==> src/rtl/lcm_pkg.sv <==
// Shared definitions for the LCM calculator: FSM state encoding and default operand width.
package lcm_pkg;

  localparam int unsigned DefaultWidth = 4;

  typedef enum logic [2:0] {
    StIdle = 3'd0,
    StReq  = 3'd1,
    StWait = 3'd2,
    StCapt = 3'd3,
    StDiv  = 3'd4,
    StMul  = 3'd5,
    StDone = 3'd6
  } lcm_state_e;

endpackage

==> src/rtl/lcm_calculator_if.sv <==
// Operand/result handshake plus the GCD-stage side channel of the LCM calculator.
interface lcm_calculator_if #(
  parameter int unsigned WIDTH = lcm_pkg::DefaultWidth
);

  logic               start;
  logic [WIDTH-1:0]   in1;
  logic [WIDTH-1:0]   in2;
  logic               gcd_start;
  logic [WIDTH-1:0]   gcd_a;
  logic [WIDTH-1:0]   gcd_b;
  logic               gcd_done;
  logic [WIDTH-1:0]   gcd_in;
  logic               busy;
  logic               done;
  logic               err;
  logic [2*WIDTH-1:0] lcm_out;

  // The calculator itself.
  modport slave (
    input  start, in1, in2, gcd_done, gcd_in,
    output gcd_start, gcd_a, gcd_b, busy, done, err, lcm_out
  );

  // Operand source, result sink and GCD peer seen as one agent.
  modport master (
    output start, in1, in2, gcd_done, gcd_in,
    input  gcd_start, gcd_a, gcd_b, busy, done, err, lcm_out
  );

endinterface

==> src/rtl/lcm_calculator_seq_shift_add_mul.sv <==
// Sequential LSB-first shift-add multiplier: while go is held it takes WIDTH cycles and flags
// ready in the last one, with product carrying the final sum in that same cycle.
module seq_shift_add_mul
  import lcm_pkg::*;
#(
  parameter int unsigned WIDTH = DefaultWidth
) (
  input  logic               clk,
  input  logic               reset,
  input  logic               go,
  input  logic [WIDTH-1:0]   x,
  input  logic [WIDTH-1:0]   y,
  output logic               ready,
  output logic [2*WIDTH-1:0] product
);

  localparam int unsigned CntW = (WIDTH > 1) ? $clog2(WIDTH) : 1;

  logic [CntW-1:0]    cnt_q, cnt_d;
  logic [WIDTH-1:0]   xs_q, xs_d, xs_cur;
  logic [2*WIDTH-1:0] ys_q, ys_d, ys_cur;
  logic [2*WIDTH-1:0] acc_q, acc_d, acc_cur;
  logic               first;

  // The first step works straight from x/y so the whole multiply fits in WIDTH cycles.
  always_comb begin
    first   = (cnt_q == '0);
    xs_cur  = first ? x : xs_q;
    ys_cur  = first ? {{WIDTH{1'b0}}, y} : ys_q;
    acc_cur = first ? '0 : acc_q;
    product = acc_cur + (xs_cur[0] ? ys_cur : '0);
    ready   = go && (cnt_q == CntW'(WIDTH - 1));
    xs_d    = xs_cur >> 1;
    ys_d    = ys_cur << 1;
    acc_d   = product;
    cnt_d   = (go && !ready) ? cnt_q + CntW'(1) : '0;
  end

  always_ff @(posedge clk) begin
    if (reset) begin
      cnt_q <= '0;
      xs_q  <= '0;
      ys_q  <= '0;
      acc_q <= '0;
    end else begin
      cnt_q <= cnt_d;
      if (go) begin
        xs_q  <= xs_d;
        ys_q  <= ys_d;
        acc_q <= acc_d;
      end
    end
  end

endmodule

==> src/rtl/lcm_calculator.sv <==
// LCM = (a / gcd) * b, with the GCD supplied by a peer stage. Optional GCD-wait watchdog
// enabled by defining LCM_WATCHDOG_EN.
module lcm_calculator
  import lcm_pkg::*;
#(
  parameter int unsigned WIDTH   = DefaultWidth,
  parameter int unsigned TIMEOUT = 64
) (
  input logic             clk,
  input logic             reset,
  lcm_calculator_if.slave bus
);

  lcm_state_e state_q, state_d;

  logic [WIDTH-1:0]   a_q, a_d, b_q, b_d, g_q, g_d, q_q, q_d, r_q, r_d;
  logic [2*WIDTH-1:0] lcm_q, lcm_d;
  logic               done_q;
  logic               mul_go, mul_ready;
  logic [2*WIDTH-1:0] mul_product;

`ifdef LCM_WATCHDOG_EN
  localparam int unsigned WdW = $clog2(TIMEOUT) + 1;
  logic [WdW-1:0] wd_q, wd_d;
  logic           err_q, err_d;
`else
  logic unused_timeout;
  assign unused_timeout = ^TIMEOUT;
`endif

  always_ff @(posedge clk) begin
    if (reset) state_q <= StIdle;
    else       state_q <= state_d;
  end

  always_comb begin
    state_d = state_q;
    a_d     = a_q;
    b_d     = b_q;
    g_d     = g_q;
    q_d     = q_q;
    r_d     = r_q;
    lcm_d   = lcm_q;
`ifdef LCM_WATCHDOG_EN
    wd_d    = wd_q;
    err_d   = 1'b0;
`endif
    case (state_q)
      StIdle: begin
        if (bus.start) begin
          if (bus.in1 == '0 || bus.in2 == '0) begin
            lcm_d   = '0;
            state_d = StDone;
          end else begin
            a_d     = bus.in1;
            b_d     = bus.in2;
            state_d = StReq;
          end
        end
      end
      StReq: begin
`ifdef LCM_WATCHDOG_EN
        wd_d = '0;
`endif
        state_d = StWait;
      end
      StWait: begin
        if (bus.gcd_done) begin
          state_d = StCapt;
`ifdef LCM_WATCHDOG_EN
        end else if (wd_q == WdW'(TIMEOUT - 1)) begin
          lcm_d   = '0;
          err_d   = 1'b1;
          state_d = StDone;
        end else begin
          wd_d = wd_q + WdW'(1);
`endif
        end
      end
      StCapt: begin
        g_d = bus.gcd_in;
        q_d = '0;
        r_d = a_q;
        if (bus.gcd_in == '0) begin
          lcm_d   = '0;
          state_d = StDone;
        end else begin
          state_d = StDiv;
        end
      end
      StDiv: begin
        r_d = r_q - g_q;
        q_d = q_q + WIDTH'(1);
        // <= rather than == keeps a bogus non-divisor GCD from looping forever.
        if (r_q <= g_q) state_d = StMul;
      end
      StMul: begin
        if (mul_ready) begin
          lcm_d   = mul_product;
          state_d = StDone;
        end
      end
      StDone:  state_d = StIdle;
      default: state_d = StIdle;
    endcase
  end

  always_ff @(posedge clk) begin
    if (reset) begin
      a_q    <= '0;
      b_q    <= '0;
      g_q    <= '0;
      q_q    <= '0;
      r_q    <= '0;
      lcm_q  <= '0;
      done_q <= 1'b0;
`ifdef LCM_WATCHDOG_EN
      wd_q   <= '0;
      err_q  <= 1'b0;
`endif
    end else begin
      a_q    <= a_d;
      b_q    <= b_d;
      g_q    <= g_d;
      q_q    <= q_d;
      r_q    <= r_d;
      lcm_q  <= lcm_d;
      done_q <= (state_d == StDone);
`ifdef LCM_WATCHDOG_EN
      wd_q   <= wd_d;
      err_q  <= err_d;
`endif
    end
  end

  assign mul_go = (state_q == StMul);

  seq_shift_add_mul #(
    .WIDTH (WIDTH)
  ) u_mul (
    .clk     (clk),
    .reset   (reset),
    .go      (mul_go),
    .x       (q_q),
    .y       (b_q),
    .ready   (mul_ready),
    .product (mul_product)
  );

  assign bus.busy      = (state_q != StIdle);
  assign bus.gcd_start = (state_q == StReq);
  assign bus.gcd_a     = a_q;
  assign bus.gcd_b     = b_q;
  assign bus.done      = done_q;
  assign bus.lcm_out   = lcm_q;
`ifdef LCM_WATCHDOG_EN
  assign bus.err       = err_q;
`else
  assign bus.err       = 1'b0;
`endif

endmodule

==> src/flat_wrapper.sv <==
// flat-port wrapper written by rule: the top's interface ports become plain ports
module lcm_calculator_flat import lcm_pkg::*;
#(
  parameter int unsigned WIDTH   = DefaultWidth,
  parameter int unsigned TIMEOUT = 64
)
  (clk, reset, bus_start, bus_in1, bus_in2, bus_gcd_done, bus_gcd_in, bus_gcd_start, bus_gcd_a, bus_gcd_b, bus_busy, bus_done, bus_err, bus_lcm_out);
  lcm_calculator_if #(.WIDTH(WIDTH)) bus_i ();
  input logic clk;
  input logic reset;
  input wire logic [$bits(bus_i.start)-1:0] bus_start;
  input wire logic [$bits(bus_i.in1)-1:0] bus_in1;
  input wire logic [$bits(bus_i.in2)-1:0] bus_in2;
  input wire logic [$bits(bus_i.gcd_done)-1:0] bus_gcd_done;
  input wire logic [$bits(bus_i.gcd_in)-1:0] bus_gcd_in;
  output wire logic [$bits(bus_i.gcd_start)-1:0] bus_gcd_start;
  output wire logic [$bits(bus_i.gcd_a)-1:0] bus_gcd_a;
  output wire logic [$bits(bus_i.gcd_b)-1:0] bus_gcd_b;
  output wire logic [$bits(bus_i.busy)-1:0] bus_busy;
  output wire logic [$bits(bus_i.done)-1:0] bus_done;
  output wire logic [$bits(bus_i.err)-1:0] bus_err;
  output wire logic [$bits(bus_i.lcm_out)-1:0] bus_lcm_out;
  assign bus_i.start = bus_start;
  assign bus_i.in1 = bus_in1;
  assign bus_i.in2 = bus_in2;
  assign bus_i.gcd_done = bus_gcd_done;
  assign bus_i.gcd_in = bus_gcd_in;
  assign bus_gcd_start = bus_i.gcd_start;
  assign bus_gcd_a = bus_i.gcd_a;
  assign bus_gcd_b = bus_i.gcd_b;
  assign bus_busy = bus_i.busy;
  assign bus_done = bus_i.done;
  assign bus_err = bus_i.err;
  assign bus_lcm_out = bus_i.lcm_out;
  lcm_calculator #(.WIDTH(WIDTH), .TIMEOUT(TIMEOUT)) u_core (.clk(clk), .reset(reset), .bus(bus_i));
endmodule
==> config.mk <==
export PLATFORM = sky130hd
export DESIGN_NAME = lcm_calculator_flat
export DESIGN_NICKNAME = d
export VERILOG_FILES = /design/src/rtl/lcm_pkg.sv /design/src/rtl/lcm_calculator_if.sv /design/src/rtl/lcm_calculator_seq_shift_add_mul.sv /design/src/rtl/lcm_calculator.sv /design/src/flat_wrapper.sv
export SDC_FILE = /design/constraint.sdc
export NUM_CORES = 1
export LEC_CHECK = 0
export BUFFER_PORTS_ARGS = -buffer_cell sky130_fd_sc_hd__buf_2
export CAP_MARGIN = 5
export CORE_MARGIN = 3
export CORE_UTILIZATION = 62
export DETAILED_ROUTE_END_ITERATION = 7
export PLACE_DENSITY = 0.86
export SYNTH_ARGS = -nofsm -noshare
export SYNTH_HDL_FRONTEND = slang
export SYNTH_SLANG_ARGS = --single-unit
export TNS_END_PERCENT = 50
==> constraint.sdc <==
create_clock -name clk -period 4.65 [get_ports clk]
set_input_delay 0.465 -clock clk [delete_from_list [all_inputs] [get_ports clk]]
set_output_delay 0.465 -clock clk [all_outputs]
set_load 0.005 [all_outputs]
Word-level counts from Yosys, hierarchy flattened --
Cells that the tools add are included.
Word-level totals: bits in registers 52, bits of input ports 16, output and inout bits 20
Operators by class: add/sub/neg operators 4, order comparisons 1, eq/ne operators 11, muxes and demuxes 18, bitwise gates (word level) 2, reductions and logical operators 15
Operators with widths (number):
- 8-bit 2-to-1 mux | 7
- 8-bit one-hot mux with 3 select lines | 1
- 3-bit one-hot mux with 6 select lines | 1
- 4-bit one-hot mux with 2 select lines | 2
- 3-bit 2-to-1 mux | 5
- 4-bit logical NOT | 3
- 3-bit equality test (second input constant) | 3
- 8-bit adder | 1
- 3-bit by 2-bit equality test with 1-bit output (second input constant) | 2
- 2-bit by 1-bit != test with 1-bit output (second input constant) | 3
- 3-bit nonzero test | 2
- 5-bit AND reduction | 1
- 4-bit by 1-bit adder with 4-bit output (second input constant) | 1
- 4-bit less-or-equal comparator | 1
- 4-bit 2-to-1 mux | 1
- 4-bit subtractor | 1
- 3-bit by 1-bit equality test with 1-bit output (second input constant) | 1
- 3-bit logical NOT | 1
- 3-bit AND reduction | 1
- 2-bit by 1-bit adder with 2-bit output (second input constant) | 1
- 2-bit equality test (second input constant) | 1
- 1-bit logical AND | 2
- 2-bit logical NOT | 1
- 2-bit 2-to-1 mux | 1
- other kinds (6) | 7

Depth between registers and ports, before layout --
Gate-level depths: netlist (run 1).
depth in word-level cells 6, gate-level depth with buffers 12, mapped depth without buffers 10

By module --
A second synthesis (run 1) with hierarchy kept.
Unflattened totals: cell total of the unflattened synthesis 339, area, all modules 2919.0 µm²
By module, submodules not included:
- lcm_calculator | instances 1, cells an instance 172, area each 1572.8 µm², seq. area each 640.6 µm²
- seq_shift_add_mul | instances 1, cells an instance 167, area each 1346.3 µm², seq. area each 400.4 µm²

Worst setup path before layout (run 1) --
Ideal clock, no wire load.
path kind register -> register, from reg u_core.u_mul.cnt_q[0], to reg u_core.lcm_q[4], in the netlist u_core.bus.lcm_out[4], arrival time 2634 ps, setup slack 1945 ps, stages on the path, launching flop included 13, period minus slack after synthesis 2705 ps, path through dfxtp_1 inv_1 ha_1 clkbuf_1 clkbuf_1 nor2b_1 ha_1 fa_1 a211oi_1 nor2_1 nor2_1 or3b_1 a21oi_1
On the way: longest elaborated chain between the ends 6, elaborated cells on any way between the ends 12, those cells by class 1 x add/sub; 2 x eq/ne; 6 x mux; 3 x reduce/logical
Ends and longest elaborated chain:
- from (decl) | line lcm_calculator_seq_shift_add_mul.sv:19 | logic [CntW-1:0] cnt_q, cnt_d;
- from (signal assigned) | line lcm_calculator_seq_shift_add_mul.sv:46 | cnt_q <= cnt_d;
- 2-bit logical NOT | line lcm_calculator_seq_shift_add_mul.sv:27 | first = (cnt_q == '0);
- 8-bit 2-to-1 mux or 4-bit 2-to-1 mux (tied branches) | line lcm_calculator_seq_shift_add_mul.sv:29, lcm_calculator_seq_shift_add_mul.sv:28
- 8-bit 2-to-1 mux | line lcm_calculator_seq_shift_add_mul.sv:31 | product = acc_cur + (xs_cur[0] ? ys_cur : '0);
- 8-bit adder | line lcm_calculator_seq_shift_add_mul.sv:31
- 8-bit 2-to-1 mux | line lcm_calculator.sv:98 | if (mul_ready) begin
- 8-bit one-hot mux with 3 select lines | line lcm_calculator.sv:48 | case (state_q)
- to (signal assigned) | line lcm_calculator.sv:127 | lcm_q <= lcm_d;
- to (decl) | line lcm_calculator.sv:17 | logic [2*WIDTH-1:0] lcm_q, lcm_d;
Parallel ways exist; a longest one is shown, timed or not. The select of a mux whose other input is x is not followed. A chain may end at the register's enable or synchronous reset.

Worst setup path in the final report (run 1) --
Ends and elaborated chain as after synthesis.

==> results of run 1 <==
## tightest hold or removal path, delay by kind of cell
kind / cells / cell delay [ns]
simple gates: 1 / 0.07
buf+inv: 1 / 0.09
mux: 1 / 0.06
## cell usage in the layout, fill, tap and decap left out, types with 2 or more instances in the layout
cell type   n
a31o_2      2
a22oi_1     3
o21bai_1    3
xnor2_1     3
ha_1       14
dfxtp_1    52
a211o_1     2
buf_2      34
o21ai_0     8
and3_1      2
fa_1        2
nor3_1      3
nor2b_1    10
a211oi_1   13
a221oi_1    3
clkinv_2    2
o31a_1      2
mux2i_1    15
nand4_1     3
a21o_1      3
nand3b_1    8
and3b_1     2
inv_1      12
nand2_1    37
or2_2       3
nor2_1     39
nor4_1      3
a21oi_1    27
o21a_1      4
clkbuf_8    6
nand3_1     9
and2_1      6
## where the power goes
| part | leakage [nW] | switching [mW] | internal (mW) |
|---|---|---|---|
| clock | 0.0510 | 0.144 | 0.119 |
| combinational | 0.768 | 0.0786 | 0.0569 |
| sequential | 0.421 | 0.0232 | 0.462 |
| total | 1.24 | 0.246 | 0.638 |
## worst min-delay path by stage
stage / cells after the start / endpoint / slack [ns]
after floorplan: 1 / u_core.u_mul.cnt_q[0] / 0.43
after global placement: 2 / u_core.bus.lcm_out[2] / 0.44
after detailed placement: 2 / u_core.bus.lcm_out[2] / 0.44
after CTS: 3 / u_core.g_q[1] / 0.40
after global routing: 3 / u_core.g_q[3] / 0.39
final: 3 / u_core.bus.gcd_b[0] / 0.40
## routing by layer
layer  track usage [%]  vias up  wire [um]
met5                 0        -          0
met3              4.16       10        237
met4              8.20        0        104
li1                  -     1185          -
met1              35.1     1067       2970
met2              35.1       52       2540
## state kept, by name, summed over array words and instances, names as in the netlist, 4 cells and up
signal,flops
u_core.bus.gcd_b,4
u_core.bus.gcd_a,4
u_core.g_q,4
u_core.q_q,4
u_core.bus.lcm_out,8
u_core.u_mul.ys_q,7
u_core.u_mul.acc_q,8
u_core.r_q,4
## logic make-up after synthesis
kind of cell	Yosys count	synth area share, %
and+or+nand+nor	132	23.8
AOI/OAI and AO/OA	76	18.7
DFF	52	38.0
buffers and inverters	31	4.84
adders and majority gates	16	7.85
muxes	15	5.47
xor gates and xnor gates	4	1.28
other	1	0.137
## cell type report
class	instances	area [um2]	area share, %
clock inverter	2	10.0	0.335
timing repair buffer	35	178	5.95
sequential	52	1040	34.8
tap	50	62.6	2.09
multi-input combinational	244	1570	52.5
inverter	12	45.0	1.51
clock buffer	6	82.6	2.76
## through the flow
step / cells / hold WS [ns] / total power [mW] / setup slack [ns] / instance area (um2)
6_report: 401 / 0.401 / 0.884 / 1.62 / 2990
5_1_grt: 401 / 0.394 / 0.925 / 1.28 / 2990
4_1_cts: 401 / 0.397 / 0.888 / 1.62 / 2990
3_5_place_dp: 393 / 0.443 / 0.631 / 1.63 / 2900
3_3_place_gp: 393 / 0.436 / 0.624 / 1.79 / 2900
2_1_floorplan: 327 / 0.431 / 0.590 / 1.94 / 2740
==> impl_results.md, run 1 <==
- Most frequent cell after synthesis: dfxtp_1
- Clk sink count: between 50 and 60
- Worst Setup SP: u_core.u_mul.cnt_q[0]
- Htree depth: 2
- Final Hold Viols: 0
- Clk Latency, worst-skew pair: about 0.31 ns
- Die area: about 0.0053 mm2
- DR WL/cell: 14.6 um
- Cts hold-fix bufs: 0
- Die Ht: 72.5 um
- Critical path launch point type: flop
- Synth top area cells: dfxtp_1 (38%), ha_1 (6.4%), mux2i_1 (5.5%)
- Slew @ Worst Pin: between 1 and 1.5 ns
- CTS root buf: clkbuf_8
- Detail Placement HPWL: between 4000 and 5000 um
- Overflow left after global routing: 0
- # fillers: around 350
- PD cells: 296 mW/mm2
- Top cell by count, worst path: nor2_1
- Kind of cell adding the most delay to the critical path: adder cells
- Core box area: a little over 0.004 mm2
- Status: finished, final reports clean
- Maximum clock rate: 0.330 GHz
- Post-Syn Area: 0.00274 mm2
- Residual DRC: 0
- Tmin final: 3.03 ns
- Setup bufs post-CTS: 0
- HP Class: input port to flop
- WL final: between 5000 and 6000 um
- Setup crit end: u_core.bus.lcm_out[4]
- Area leader, netlist: dfxtp_1
- Stages on the worst setup path: 9
- GRT Util Overall: between 20% and 30%
- Final worst path period share: 65.2%
- Cell variety after synth: between 40 and 50
- Initial antenna violation count: 0
- Largest net degree at the start of global routing: about 50
- Final TNS setup: 0 ns
- Yosys reg bits: 52
- ANT nets after route: 0
- CTS tree: built
- Port bufs: 34
- Vias: 2314
- Crit path kind: flop to flop
- Worst r2r dst: u_core.bus.lcm_out[4]
- Max VDD drop: about 0.00024 V
- Initial drt markers: 160
- CTS Buf Count: 5
- Cell Rows: 23
- CTS Buffer Depth: 2
- Avg Cell Area, Syn: about 8.4 um2
- P_leak: 1.24 nW
- Worst EP required: just under 5 ns
- Main synth FF type: dfxtp_1
- Max stage delay on crit path: between 0.7 and 0.8 ns
- Sequential share of the synthesized area: 38.0%
- Cts repair resizes: 0
- Synth top cells by count: dfxtp_1 (52), nor2_1 (39), nand2_1 (37)
- Critical Path, Cell by Cell: inv_1 -> ha_1 -> o21ai_0 -> fa_1 -> a211oi_1 -> nor2_1 -> nor2_1 -> or3b_1 -> a21oi_1
- Cells after Synth: ~330
- Die Span X: just over 70 um
- EDFF count, synth: 0
- CP bufs+invs: 1
- RSZ-0062 raised after global routing: false
- R2R cell count: 9
- Slew Limit Fails: 0
- Async S/R FF share, synth: 0%
- DRT Pass-1 Iters: 5
- GPL Wtd Cong: just over 0.9
- Layout cell share with drive strength beyond 1: 15.1%
- Reg-to-reg critical path startpoint: u_core.u_mul.cnt_q[0]
- Via/cell ratio: approximately 5.8
- Endpoint class of the critical path: flop
- Starting density of the core: 66.2%
- Synth Warn #: 0
- Worst Path Arrival: around 3.3 ns
- First-pass GRT wire length: ~9900 um
- Hold wc startpoint: bus_in2[0]
- R2r setup slk: 1.62 ns
- Clock Skew: 0.00715 ns
- Syn nets: roughly 360
- Vias in the first global route: 2134
- I/O pin count: 36
- Reg clk slew, reported paths: roughly 0.090 ns
- Ant. Diodes: 0
- Max cap viols: 0
- CP max-delay cell: ha_1
- Setup violations, final: 0
- Top-area cell type share of the netlist area: a little under two fifths
- Total Nets Final: ~380
- Worst Path Max Fanout: 26
- Synth-to-layout area growth: 8.94%
- Slew Limit Headroom: between 30% and 40%
- Layout Utilization: 72.1%
No activity file was read; power rests on OpenSTA's default activity.
==> run 2: changes to the inputs <==
CORE_UTILIZATION = 52   (was 62)
PLACE_DENSITY = 0.77   (was 0.86)
clock period = 2.5 ns   (was 4.65 ns; I/O delays follow)
==> run 2 against run 1 <==
Via count increased by 3.6%. Clock skew increased by 0.0017 ns. Worst setup slack got worse by 1.6 ns. Count of clock-buffer cells in the layout increased by 2. Flip-flop and latch count unchanged. Final cell count increased by 7.2%. Critical path type unchanged. Highest routed layer unchanged.
==> impl_results.md, run 2 (synthesis results as in run 1) <==
- Status: finished, final reports clean
- Final instance area: 0.00314 mm2 (+5.2%)
- Initial drt markers: 149 (-6.9%)
- Crit path kind: flop to flop
- Residual DRC: 0 (unchanged)
- Maximum clock rate: 0.410 GHz (+24%)
- Global routing's busiest layer: met2
- Final Hold Viols: 0 (unchanged)
- First-pass GRT wire length: 10500 um (+6.6%)
- Slew @ Worst Pin: 0.536 ns (-0.473 ns)
- Max cap viols: 0 (unchanged)
- Slew Limit Headroom: 64.1% (+31 points)
- Vias in the first global route: 2287 (+7.2%)
- Largest net degree at the start of global routing: 37 (-24%)
- Critical path launch point type: flop
- Layout cell share with drive strength beyond 1: 19.3% (+4.2 points)
- Port bufs: 34 (unchanged)
- Pre-CTS setup slack: 0.0410 ns (-1.59 ns)
- Slew Limit Fails: 0 (unchanged)
- Total Nets Final: 394 (+3.1%)
- Reg clk slew, reported paths: 0.09 ns (about the same)
- I/O pin count: 36 (unchanged)
- Core box area: 0.00491 mm2 (+19%)
- DR WL/cell: 14.0 um (-4.1%)
- Tmin final: 2.44 ns (-0.592 ns)
- Final worst path period share: 97.6% (+32 points)
- ANT nets after route: 0 (unchanged)
- CTS Buf Count: 5 (unchanged)
- Overflow left after global routing: 0 (unchanged)
- PD cells: 528 mW/mm2 (+79%)
- Post-place instance area: 0.00303 mm2 (+4.6%)
- WL final: 6020 um (+2.8%)
- Worst EP required: 2.74 ns (-2.14 ns)
- Worst Path Max Fanout: 13 (-50%)
- Cell Rows: 25 (+8.7%)
- Met3 GRT Util: 4.59% (+0.43 points)
- CTS root buf: clkbuf_8
- Detail Placement HPWL: 4480 um (+7.3%)
- Clk Latency, worst-skew pair: 0.30 ns (about the same)
- Most frequent cells in the layout: dfxtp_1 (51), nor2_1 (39), nand2_1 (37), buf_2 (34), a21oi_1 (27)
- Via/cell ratio: 5.58 (-3.4%)
- Max VDD drop: 0.000358 V (+51%)
- Htree depth: 2 (unchanged)
- Endpoint class of the critical path: flop
- Ant. Diodes: 0 (unchanged)
- Setup slack after layout: 0.0599 ns (-1.56 ns)
- P_leak: 1.29 nW (+3.8%)
- Die area: 0.00618 mm2 (+18%)
- RSZ-0062 raised after global routing: true
- GPL Wtd Cong: 0.911 (about the same)
- Die Span X: 78.6 um (+8.4%)
- GRT Util Overall: 21.2% (-2.6 points)
- Vias: 2398 (+3.6%)
- Clock Skew: 0.00887 ns (+0.00172 ns)
- CTS tree: built
- Starting density of the core: 55.8% (-10 points)
- DRT Pass-1 Iters: 4 (-1)
- Setup violations, final: 0 (unchanged)
- Cts hold-fix bufs: 0 (unchanged)
- Synth-to-layout area growth: 14.6%
- Initial antenna violation count: 0 (unchanged)
- HP Class: input port to flop
- CTS Buffer Depth: 2 (unchanged)
- Grt met2 use: 33.5% (-1.6 points)
- Clk sink count: 52 (unchanged)
- Commonest non-fill, non-tap cell in the layout: dfxtp_1
- Die Ht: 78.6 um (+8.4%)
- GRT met1 Usage: 28.7% (-6.5 points)
- Worst Path Arrival: 2.68 ns (-0.58 ns)
==> run 2: cell types whose count changed in the layout (fill, tap and decap cells not counted), moves of 2 or more <==
cell | previous run | this run
clkinv_2 | 2 | 0
buf_4 | 1 | 12
clkbuf_1 | 0 | 2
ha_1 | 14 | 11
ha_4 | 0 | 2
==> run 2: layer usage <==
layer | share of wire (%) | wire length, um
met4 | 1.0 | 62
met5 | 0 | 0
met2 | 46 | 2760
met3 | 3.8 | 226
met1 | 49 | 2970
==> run 2: layout make-up <==
type                       count  area, um2
inverter                      12       45.0
fill                         429       1770
sequential                    52       1040
timing repair buffer          47        272
tap                           67       83.8
clock buffer                   8       90.1
multi-input combinational    244       1610
==> run 2: metrics by stage <==
step | setup TNS, ns | cells | power, mW | utilization, % | hold slack, ns
global placement | 0 | 421 | 1.18 | 61.7 | 0.409
global route | -0.0713 | 430 | 1.74 | 64.0 | 0.185
detailed placement | 0 | 421 | 1.19 | 61.7 | 0.423
floorplan | 0 | 327 | 1.10 | - | 0.386
CTS | 0 | 429 | 1.67 | 63.7 | 0.177
finish | 0 | 430 | 1.66 | 64.0 | 0.185
==> run 2: where the power goes <==
part / switching, mW / internal, mW / total (mW)
clock network: 0.263 / 0.226 / 0.490
registers: 0.0420 / 0.859 / 0.901
logic: 0.149 / 0.119 / 0.268
==> run 2: final timing paths <==
path	startpoint	to	slack, ns	cells after the start
worst max-delay path	u_core.u_mul.cnt_q[1]	u_core.bus.lcm_out[4]	0.06	10
worst min-delay path	bus_gcd_in[1]	u_core.g_q[1]	0.18	3
worst max register to register	u_core.u_mul.cnt_q[1]	u_core.bus.lcm_out[4]	0.06	10
worst min register to register	u_core.u_mul.cnt_q[0]	u_core.u_mul.cnt_q[0]	0.44	1
==> run 2: repair_timing <==
| action | in CTS | in global routing |
|---|---|---|
| gates resized for setup | 1 | 3 |
| endpoints found under the setup margin | 1 | 7 |
| pin swaps | 0 | 2 |
| buffers inserted | 0 | 1 |
==> run 2: worst max-delay path, cell delays in order (launching register included) <==
cell and delay, ns:
dfxtp_1 0.37, inv_1 0.08, ha_4 0.21, and3_4 0.20
ha_4 0.16, fa_2 0.41, a211oi_2 0.21, nor2_1 0.10
nor2_1 0.14, or3b_1 0.36, a21oi_1 0.14
